### src/rtl/cart2600_pkg.sv
// cart2600_pkg: shared types and signature tables for the 2600 cartridge
// scheme detector.
//   bs_e      - bank-switch scheme code reported on force_bs.
//   SIG_*     - packed signature lists. Each pattern is N bytes, with the
//               oldest byte in the most significant position, so "8D E0 1F"
//               is written as 24'h8DE01F.
package cart2600_pkg;

    typedef enum logic [3:0] {
        BS_NONE = 4'd0,
        BS_E0   = 4'd1,
        BS_3F   = 4'd2,
        BS_FE   = 4'd3,
        BS_E7   = 4'd4
    } bs_e;

    // 3F: STA $3F
    localparam int          SIG_3F_N = 2;
    localparam int          SIG_3F_M = 1;
    localparam logic [15:0] SIG_3F   = 16'h853F;

    // E0: hotspot accesses in the $1FE0-$1FF7 range
    localparam int          SIG_E0_N = 3;
    localparam int          SIG_E0_M = 6;
    localparam logic [143:0] SIG_E0  = {
        24'h8DE01F, 24'h8DE05F, 24'h8DE9FF,
        24'hADE9FF, 24'hADEDFF, 24'hADF3BF
    };

    // E7: hotspot accesses in the $1FE0-$1FEB range
    localparam int          SIG_E7_N = 3;
    localparam int          SIG_E7_M = 7;
    localparam logic [167:0] SIG_E7  = {
        24'hADE2FF, 24'hADE5FF, 24'hADE51F, 24'hADE71F,
        24'h0CE71F, 24'h8DE7FF, 24'h8DE71F
    };

    // FE: characteristic JSR/stack sequences of Activision FE carts
    localparam int          SIG_FE_N = 5;
    localparam int          SIG_FE_M = 4;
    localparam logic [159:0] SIG_FE  = {
        40'h2000D0C6C5, 40'h20C3F8A582,
        40'hD0FB2073FE, 40'h2000F084D6
    };

endpackage

### src/rtl/cart_2600_detector_sig_matcher.sv
// sig_matcher: compares the newest N bytes of the download stream against a
// list of M N-byte patterns.
//   hist  - previous N-1 bytes, oldest in the MSBs.
//   data  - byte arriving this cycle (newest).
//   match - high when {hist, data} equals any pattern; purely combinational,
//           the caller qualifies it with its byte strobe.
module sig_matcher #(
    parameter int               N    = 3,
    parameter int               M    = 1,
    parameter logic [M*N*8-1:0] PATS = '0
) (
    input  logic [(N-1)*8-1:0] hist,
    input  logic [7:0]         data,
    output logic               match
);

    logic [N*8-1:0] cand_s;

    // OR together the equality of every pattern with the candidate window
    always_comb begin
        cand_s = {hist, data};
        match  = 1'b0;
        for (int p = 0; p < M; p++) begin
            match = match | (PATS[p*N*8 +: N*8] == cand_s);
        end
    end

endmodule

### src/rtl/cart_2600_detector.sv
// cart_2600_detector: snoops the cartridge download stream and classifies a
// 2600 ROM image.
//   clk, reset - system clock, synchronous active-high reset.
//   addr       - download byte address (modulo 2^ADDR_W).
//   enable     - one-cycle strobe qualifying addr/data.
//   data       - downloaded byte.
//   force_bs   - detected scheme (bs_e), priority E0 > 3F > FE > E7 > none.
//   sc         - SuperChip RAM present.
module cart_2600_detector
    import cart2600_pkg::*;
#(
    parameter int ADDR_W = 13,
    parameter int CNT_W  = 2
) (
    input  logic              clk,
    input  logic              reset,
    input  logic [ADDR_W-1:0] addr,
    input  logic              enable,
    input  logic [7:0]        data,
    output logic [3:0]        force_bs,
    output logic              sc
);

    localparam logic [ADDR_W-1:0] SEEN1_ADDR = ADDR_W'(13'h10FF);

    // Four previous bytes; together with the incoming byte they form the
    // five-byte window w4..w0.
    logic [31:0]      hist_q, hist_d, hist_s;
    logic [CNT_W-1:0] cnt_q [4];
    logic [CNT_W-1:0] cnt_d [4];
    logic [3:0]       match_s;
    logic [3:0]       hit_s;
    logic             addr_zero_s;
    logic [7:0]       ref_byte_q, ref_byte_d;
    logic             sc_ok_q, sc_ok_d;
    logic             seen1_q, seen1_d;
    logic             sc_q, sc_d;
    bs_e              force_bs_q, force_bs_d;

    // Counter index: 0 = E0, 1 = 3F, 2 = FE, 3 = E7
    sig_matcher #(.N(SIG_E0_N), .M(SIG_E0_M), .PATS(SIG_E0)) u_match_e0 (
        .hist (hist_s[15:0]), .data (data), .match (match_s[0])
    );
    sig_matcher #(.N(SIG_3F_N), .M(SIG_3F_M), .PATS(SIG_3F)) u_match_3f (
        .hist (hist_s[7:0]), .data (data), .match (match_s[1])
    );
    sig_matcher #(.N(SIG_FE_N), .M(SIG_FE_M), .PATS(SIG_FE)) u_match_fe (
        .hist (hist_s[31:0]), .data (data), .match (match_s[2])
    );
    sig_matcher #(.N(SIG_E7_N), .M(SIG_E7_M), .PATS(SIG_E7)) u_match_e7 (
        .hist (hist_s[15:0]), .data (data), .match (match_s[3])
    );

    // Window: a byte at address 0 starts a new file, so history seen by the
    // matchers is zeroed and no signature can straddle the restart.
    always_comb begin
        addr_zero_s = (addr == '0);
        if (addr_zero_s) begin
            hist_s = 32'h0000_0000;
        end else begin
            hist_s = hist_q;
        end
        if (enable) begin
            hist_d = {hist_s[23:0], data};
        end else begin
            hist_d = hist_q;
        end
    end

    // Saturating hit counters, at most one increment per scheme per byte
    always_comb begin
        for (int i = 0; i < 4; i++) begin
            if (enable && match_s[i] && (cnt_q[i] != {CNT_W{1'b1}})) begin
                cnt_d[i] = cnt_q[i] + CNT_W'(1);
            end else begin
                cnt_d[i] = cnt_q[i];
            end
        end
    end

    // Scheme thresholds and priority encoder; uses the next counter values
    // so the result appears one clock after the deciding byte.
    always_comb begin
        hit_s[0] = (cnt_d[0] != '0);
        hit_s[1] = (cnt_d[1] >= CNT_W'(2));
        hit_s[2] = (cnt_d[2] != '0);
        hit_s[3] = (cnt_d[3] != '0);
        if (hit_s[0]) begin
            force_bs_d = BS_E0;
        end else if (hit_s[1]) begin
            force_bs_d = BS_3F;
        end else if (hit_s[2]) begin
            force_bs_d = BS_FE;
        end else if (hit_s[3]) begin
            force_bs_d = BS_E7;
        end else begin
            force_bs_d = BS_NONE;
        end
    end

    // SuperChip: the first 256 bytes of every 4 KiB bank must equal the byte
    // at address 0 (RAM area filler), and the image must reach 0x10FF.
    always_comb begin
        ref_byte_d = ref_byte_q;
        sc_ok_d    = sc_ok_q;
        seen1_d    = seen1_q;
        if (enable) begin
            if (addr_zero_s) begin
                ref_byte_d = data;
            end else if ((addr[11:8] == 4'h0) && (data != ref_byte_q)) begin
                sc_ok_d = 1'b0;
            end else begin
                sc_ok_d = sc_ok_q;
            end
            if (addr == SEEN1_ADDR) begin
                seen1_d = 1'b1;
            end else begin
                seen1_d = seen1_q;
            end
        end else begin
            ref_byte_d = ref_byte_q;
        end
        sc_d = sc_ok_d && seen1_d;
    end

    // State registers with synchronous reset
    always_ff @(posedge clk) begin
        if (reset) begin
            hist_q     <= 32'h0000_0000;
            for (int i = 0; i < 4; i++) begin
                cnt_q[i] <= '0;
            end
            ref_byte_q <= 8'h00;
            sc_ok_q    <= 1'b1;
            seen1_q    <= 1'b0;
            sc_q       <= 1'b0;
            force_bs_q <= BS_NONE;
        end else begin
            hist_q     <= hist_d;
            for (int i = 0; i < 4; i++) begin
                cnt_q[i] <= cnt_d[i];
            end
            ref_byte_q <= ref_byte_d;
            sc_ok_q    <= sc_ok_d;
            seen1_q    <= seen1_d;
            sc_q       <= sc_d;
            force_bs_q <= force_bs_d;
        end
    end

    assign force_bs = force_bs_q;
    assign sc       = sc_q;

endmodule

### config.mk
export PLATFORM = sky130hd
export DESIGN_NAME = cart_2600_detector
export DESIGN_NICKNAME = d
export VERILOG_FILES = /design/src/rtl/cart2600_pkg.sv /design/src/rtl/cart_2600_detector_sig_matcher.sv /design/src/rtl/cart_2600_detector.sv
export SDC_FILE = /design/constraint.sdc
export NUM_CORES = 1
export LEC_CHECK = 0
export CAP_MARGIN = 20
export CORE_ASPECT_RATIO = 1.4
export CORE_UTILIZATION = 52
export CTS_CLUSTER_DIAMETER = 100
export DETAILED_ROUTE_END_ITERATION = 8
export PLACE_DENSITY = 0.76
export REMOVE_ABC_BUFFERS = 1
export SETUP_SLACK_MARGIN = 0.1
export SYNTH_ARGS = -nofsm -noshare
export SYNTH_HDL_FRONTEND = slang
export SYNTH_SLANG_ARGS = --single-unit
### constraint.sdc
create_clock -name clk -period 2.1 [get_ports clk]
set_input_delay 0.315 -clock clk [delete_from_list [all_inputs] [get_ports clk]]
set_output_delay 0.315 -clock clk [all_outputs]
set_load 0.1 [all_outputs]
== After elaboration in Yosys (flattened, before gate mapping) ==
Memories as Yosys holds them, arrays and structs flattened.
Cells that the tools add are included.
Widths: inputs -> output; s select.
Storage, ports and cells
  memories: 1
  memory bits (writable): 8
  memory bits (read-only): 0
  input bits: 24
  latch bits: 0
  output and inout port bits: 5
  logic and storage cells: 95
  register bits: 46
Operators by class
  add/subtract/negate cells: 4
  shifts and indexed selects: 0
  div/mod/pow operators: 0
  reduce and logical (&&, ||, !) cells: 18
  multiply operators: 0
  $lt $le $gt $ge: 1
  mux-type cells: 21
  eq/ne operators: 24
  bitwise logic cells: 18
Memory list
  cnt_q: depth 4, width 2, rd ports 4, clocked after memory_dff 0, write ports 4, line cart_2600_detector.sv:29  | logic [CNT_W-1:0] cnt_q [4];
Operators with widths (number)
  $eq 24x24->1 const A: 12
  $eq 38x40->1 const A: 3
  $eq 40x40->1 const A: 1
  $mux 32: 1
  $eq 20x24->1 const A: 1
  $mux 2: 10
  $or 1x1->1: 18
  $eq 16x16->1 const A: 1
  $eq 13x13->1 const B: 1
  $logic_not 13->1: 1
  $logic_and 1x1->1: 10
  $mux 1: 9
  $add 2x1->2 const B: 4
  $ne 2x2->1 const B: 4
  $ne 8x8->1: 1
  $reduce_bool 2->1: 3
  $logic_not 4->1: 1
  $reduce_or 4->1: 1
  $mux 3: 1
  $ge 2x2->1 const B: 1
  $reduce_and 2->1: 1
  $reduce_or 2->1: 1

== Depth between registers and ports, before layout ==
  depth after elaboration: 17
  gate-level depth with buffers: 7
  mapped depth without buffers: 7

== Modules after synthesis ==
A second synthesis with hierarchy kept.
Second synthesis, totals
  cells, all modules: 360
  area, all modules: 3044.2 um^2
By module, submodules not included
  cart_2600_detector: instances 1, cells each 291, area an instance 2484.9 um^2, seq. area each 1081.0 um^2
  sig_matcher at u_match_fe: instances 1, cells each 32, area an instance 259.0 um^2, seq. area each 0.0 um^2
  sig_matcher at u_match_e7: instances 1, cells each 17, area an instance 137.6 um^2, seq. area each 0.0 um^2
  sig_matcher at u_match_e0: instances 1, cells each 15, area an instance 111.4 um^2, seq. area each 0.0 um^2
  sig_matcher at u_match_3f: instances 1, cells each 5, area an instance 51.3 um^2, seq. area each 0.0 um^2

== Worst setup path after synthesis ==
No wires, ideal clock.
  path kind: register -> register
  start: register hist_q[30]
  end: register force_bs_q[0], in the netlist force_bs[0]
  path buffers: 0
  arrival time: 2070 ps
  period minus slack after synthesis: 2195 ps
  required time: 1975 ps
  path slack: -95 ps
  cell stages (with the launch flop): 7
  library setup time: 125 ps
  path through: dfxtp_1 -> or4b_4 -> or4_4 -> and4b_1 -> o211ai_1 -> and4b_1 -> o2bb2ai_1
Between the ends
  longest elaborated chain between the ends: 12
  elaborated cells on any way between the ends: 15
  those cells by class: eq/ne: 4; mux: 5; bitwise: 3; reduce/logical: 3
Ends and longest elaborated chain
  start, declared: line cart_2600_detector.sv:28  | logic [31:0] hist_q, hist_d, hist_s;
  start signal, assigned: line cart_2600_detector.sv:139  | hist_q <= hist_d;
  $mux 32 (*): line cart_2600_detector.sv:58  | if (addr_zero_s) begin
  $eq 38x40->1 or $eq 40x40->1 (tied branches): line cart_2600_detector_sig_matcher.sv:24  | match = match | (PATS[p*N*8 +: N*8] == cand_s);
  $or 1x1->1 (2 in series): line cart_2600_detector_sig_matcher.sv:24
  $or 1x1->1 (*): line cart_2600_detector_sig_matcher.sv:24
  $logic_and 1x1->1 (*) (2 in series): line cart_2600_detector.sv:73  | if (enable && match_s[i] && (cnt_q[i] != {CNT_W{1'b1}})) begin
  $mux 2 (*): line cart_2600_detector.sv:73
  $reduce_bool 2->1 (*): line cart_2600_detector.sv:86  | hit_s[2] = (cnt_d[2] != '0);
  $mux 2 (*): line cart_2600_detector.sv:92  | end else if (hit_s[2]) begin
  $mux 2 (*): line cart_2600_detector.sv:90  | end else if (hit_s[1]) begin
  $mux 1 (*): line cart_2600_detector.sv:88  | if (hit_s[0]) begin
  end signal, assigned: line cart_2600_detector.sv:147  | force_bs_q <= force_bs_d;
  end, declared: line cart_2600_detector.sv:38  | bs_e force_bs_q, force_bs_d;
Every way passes the cells marked *; elsewhere a longest branch is shown, timed or not.
A chain may end at the register's enable or synchronous reset.

== Final worst setup path ==
  start: register hist_q[31]
  end: register force_bs_q[1], in the netlist force_bs[1]
Between the ends
  longest elaborated chain between the ends: 11
  elaborated cells on any way between the ends: 14
  those cells by class: eq/ne: 4; mux: 4; bitwise: 3; reduce/logical: 3
Ends and longest elaborated chain (line)
  $mux 32 (*): cart_2600_detector.sv:58
  $eq 38x40->1 or $eq 40x40->1 (tied branches): cart_2600_detector_sig_matcher.sv:24
  $or 1x1->1 (2 in series): cart_2600_detector_sig_matcher.sv:24
  $or 1x1->1 (*): cart_2600_detector_sig_matcher.sv:24
  $logic_and 1x1->1 (*) (2 in series): cart_2600_detector.sv:73
  $mux 2 (*): cart_2600_detector.sv:73
  $reduce_bool 2->1 (*): cart_2600_detector.sv:86
  $mux 2 (*): cart_2600_detector.sv:92
  $mux 2 (*): cart_2600_detector.sv:90
Marked as above.

==> flow_summary.yaml <==
drt:
  finalWirelength_um: 9570
  vias_per_cell: 6.23
  wl_per_cell_um: 18.6
  drt_iter0_drc: 235
  drc: 0
  drtAntennaViolNets: 0
  dr_total_vias: 3198
  drt_first_pass_iters: 6
cts:
  clkTransAtPathRegs_ps: 90
  cts_buffer_depth: 2
  cts_buffers: 5
  clock_latency_ps: 310
  htreeDepth: 2
  cts_tree: "done"
  cts.sinks: 54
  cts_root_buf: "clkbuf_8"
setup_path:
  end_kind: "flip-flop"
  crit_path_cell_trace: "or4_4, or4_4, and4b_1, o211ai_2, and4_1, nor3_2"
  startpoint: "hist_q[31]"
  crit_type: "flip-flop to flip-flop"
  cp.buffers_inverters: 0
  r2r_start: "hist_q[31]"
  slowest_delay_ps: 550
  critPathRequiredTime_ps: 2330
  cp_max_fo: 5
  reg2reg_slack_ps: -170
  slowest_stage: "or4_4"
  critical_path_depth: 6
  cp_common_cell: "or4_4"
  worstPathArrival_ps: 2500
  cp-endpoint: "force_bs[1]"
  worstReg2RegEnd: "force_bs[1]"
  r2r_cells: 6
  critPathTopFamily: "simple AND/OR/NAND/NOR gates"
  setup.worst_path.start_class: "flip-flop"
status:
  status: "finished with violations"
  violations: "negative setup slack"
sta:
  rsz0062_at_grt: "yes"
  min_period_ps: 2270
  fin_ws_ps: -169
  setup_viol: 5
  skew_ps: 10.2
  maxSlewViolCount: 0
  hold_viol: 0
  max_slew_margin: 0.617
  fmax_mhz: 441
  min_period_over_period: 1.08
  tns_ps: -588
  tightest_slew_ps: 574
floorplan:
  core_mm2: 0.00557
  rows: 32
  die_w_um: 66.3
  die_h_um: 92.0
  io_pins: 29
  dieArea_mm2: 0.00610
  initial_utilization: 0.541
logic_synthesis:
  syn_avg_cell_area_um2: 8.27
  synth_seq_area_share: 0.359
  ys_ff_latch: 54
  synth_top_area_share: 0.359
  yosys_warnings: 0
  ys_types: 63
  synth_top_flop_cell: "dfxtp_1"
  netlist_top_cells_area: "dfxtp_1 (36%), nand3_1 (7.3%), nand2b_1 (5.8%)"
  syn_area_mm2: 0.00301
  yosysTopAreaCell: "dfxtp_1"
  synth-edff-count: 0
  async_flop_share: 0
  syn_inst: 364
global_routing:
  antenna_found_initial: 0
  grt_pass1_wl_um: 14600
  first_global_vias: 3063
  grt_start_max_net_pins: 63
  overflow: 0
  grtUsageTotal: 0.314
placement:
  hpwl_um: 6230
  port_buffers: 27
  place_area_mm2: 0.00376
  place_congestion: 0.924
  dp_cells: 500
layout:
  nets: 472
  fin_cells: 513
  multi_input_area_mm2: 0.00208
  drive_above_1_share: 0.317
  fin_util: 0.759
  final_cell_mix: "buf_4 (69), dfxtp_1 (44), nand3_1 (42)"
  num_antenna_cells: 0
  fin_area_mm2: 0.00423
  fill_cells: 389
  layout_commonest_cell: "buf_4"
  area_growth_pct: 40.3
  register_area_mm2: 0.00110
power:
  p_total_w: 0.00200
  power_density_mw_per_mm2: 473
  ir_drop_mv: 0.323
  p_leak_nw: 1.63
worst_hold_path:
  min_path_type: "input port to flip-flop"
flow_run:
  maxCapViolCount: 0
==> cell type report <==
type | count | share of cell area
clock buffer | 6 | 0.0195
clock inverter | 2 | 0.00296
inverter | 2 | 0.00178
multi-input combinational | 281 | 0.491
sequential | 54 | 0.261
tap | 68 | 0.0201
timing repair buffer | 100 | 0.204
==> cells in the mapped netlist, types with 3 or more instances <==
library cell / instances
a21oi_1: 33
nand4_1: 10
buf_1: 3
nor4_1: 12
nor2_1: 24
or4_1: 7
and3_1: 4
nor3_1: 8
nand2_1: 20
buf_4: 4
ha_1: 4
nand4b_1: 5
xnor2_1: 10
nor4bb_1: 5
mux2i_1: 12
o21ai_0: 3
nand2b_1: 28
clkbuf_1: 19
nor2b_1: 4
dfxtp_1: 54
nand3_1: 44
o211ai_1: 3
==> sequential cells by signal (all words and copies together), names as in the netlist <==
name        flops
cnt_q           8
force_bs        3
hist_q         32
ref_byte_q      8
sc              1
sc_ok_q         1
seen1_q         1
==> power by group <==
part	internal (W)	switching, W	total, W
clock network	0.000266	0.000341	0.000607
registers	0.00104	0.0000215	0.00106
logic	0.000162	0.000167	0.000329
total	0.00147	0.000530	0.00200
==> timing repair <==
action                                  4_1_cts  5_1_grt
pin swaps                                    19       17
setup buffers                                 4        3
hold buffers                                  0        0
endpoints found under the setup margin       10       15
endpoints found under the hold margin         0        0
gates resized for setup                      36       45
==> worst min-delay path by stage <==
stage          startpoint             to  cells after the start
3_3_place_gp      seen1_q        seen1_q                      2
5_1_grt           addr[1]        seen1_q                      3
6_report          addr[1]        seen1_q                      3
2_1_floorplan       reset    cnt_q[2][0]                      1
4_1_cts            enable  ref_byte_q[6]                      4
3_5_place_dp   hist_q[27]     hist_q[27]                      2
==> cell families after synthesis <==
family | after synthesis | share of synthesized area
other | 1 | 0.00125
xor gates and xnor gates | 12 | 0.0349
and+or+nand+nor | 196 | 0.387
buffers and inverters | 29 | 0.0440
AOI/OAI and AO/OA | 55 | 0.114
adders and majority gates | 4 | 0.0166
muxes | 13 | 0.0436
DFF | 54 | 0.359
==> through the flow <==
step | hold slack [ps] | setup slack, ps
2_1_floorplan | 377 | -564
3_5_place_dp | 456 | -598
4_1_cts | 451 | -153
5_1_grt | 436 | -251
6_report | 425 | -169
3_3_place_gp | 449 | -553
==> worst reg2reg max path, delay by kind of cell (launching register included) <==
kind / cells / cell delay, ps
AND/OR/NAND/NOR: 5 / 1720
flip-flops: 1 / 330
AO/OA/AOI/OAI: 1 / 130
==> routing by layer <==
layer / GRT usage / vias to the layer above / share of wire
li1: - / 1491 / -
met1: 0.355 / 1485 / 0.37
met2: 0.549 / 159 / 0.51
met3: 0.0473 / 63 / 0.056
met4: 0.165 / 0 / 0.062
met5: 0 / - / 0
No activity file was read; power rests on OpenSTA's default activity.
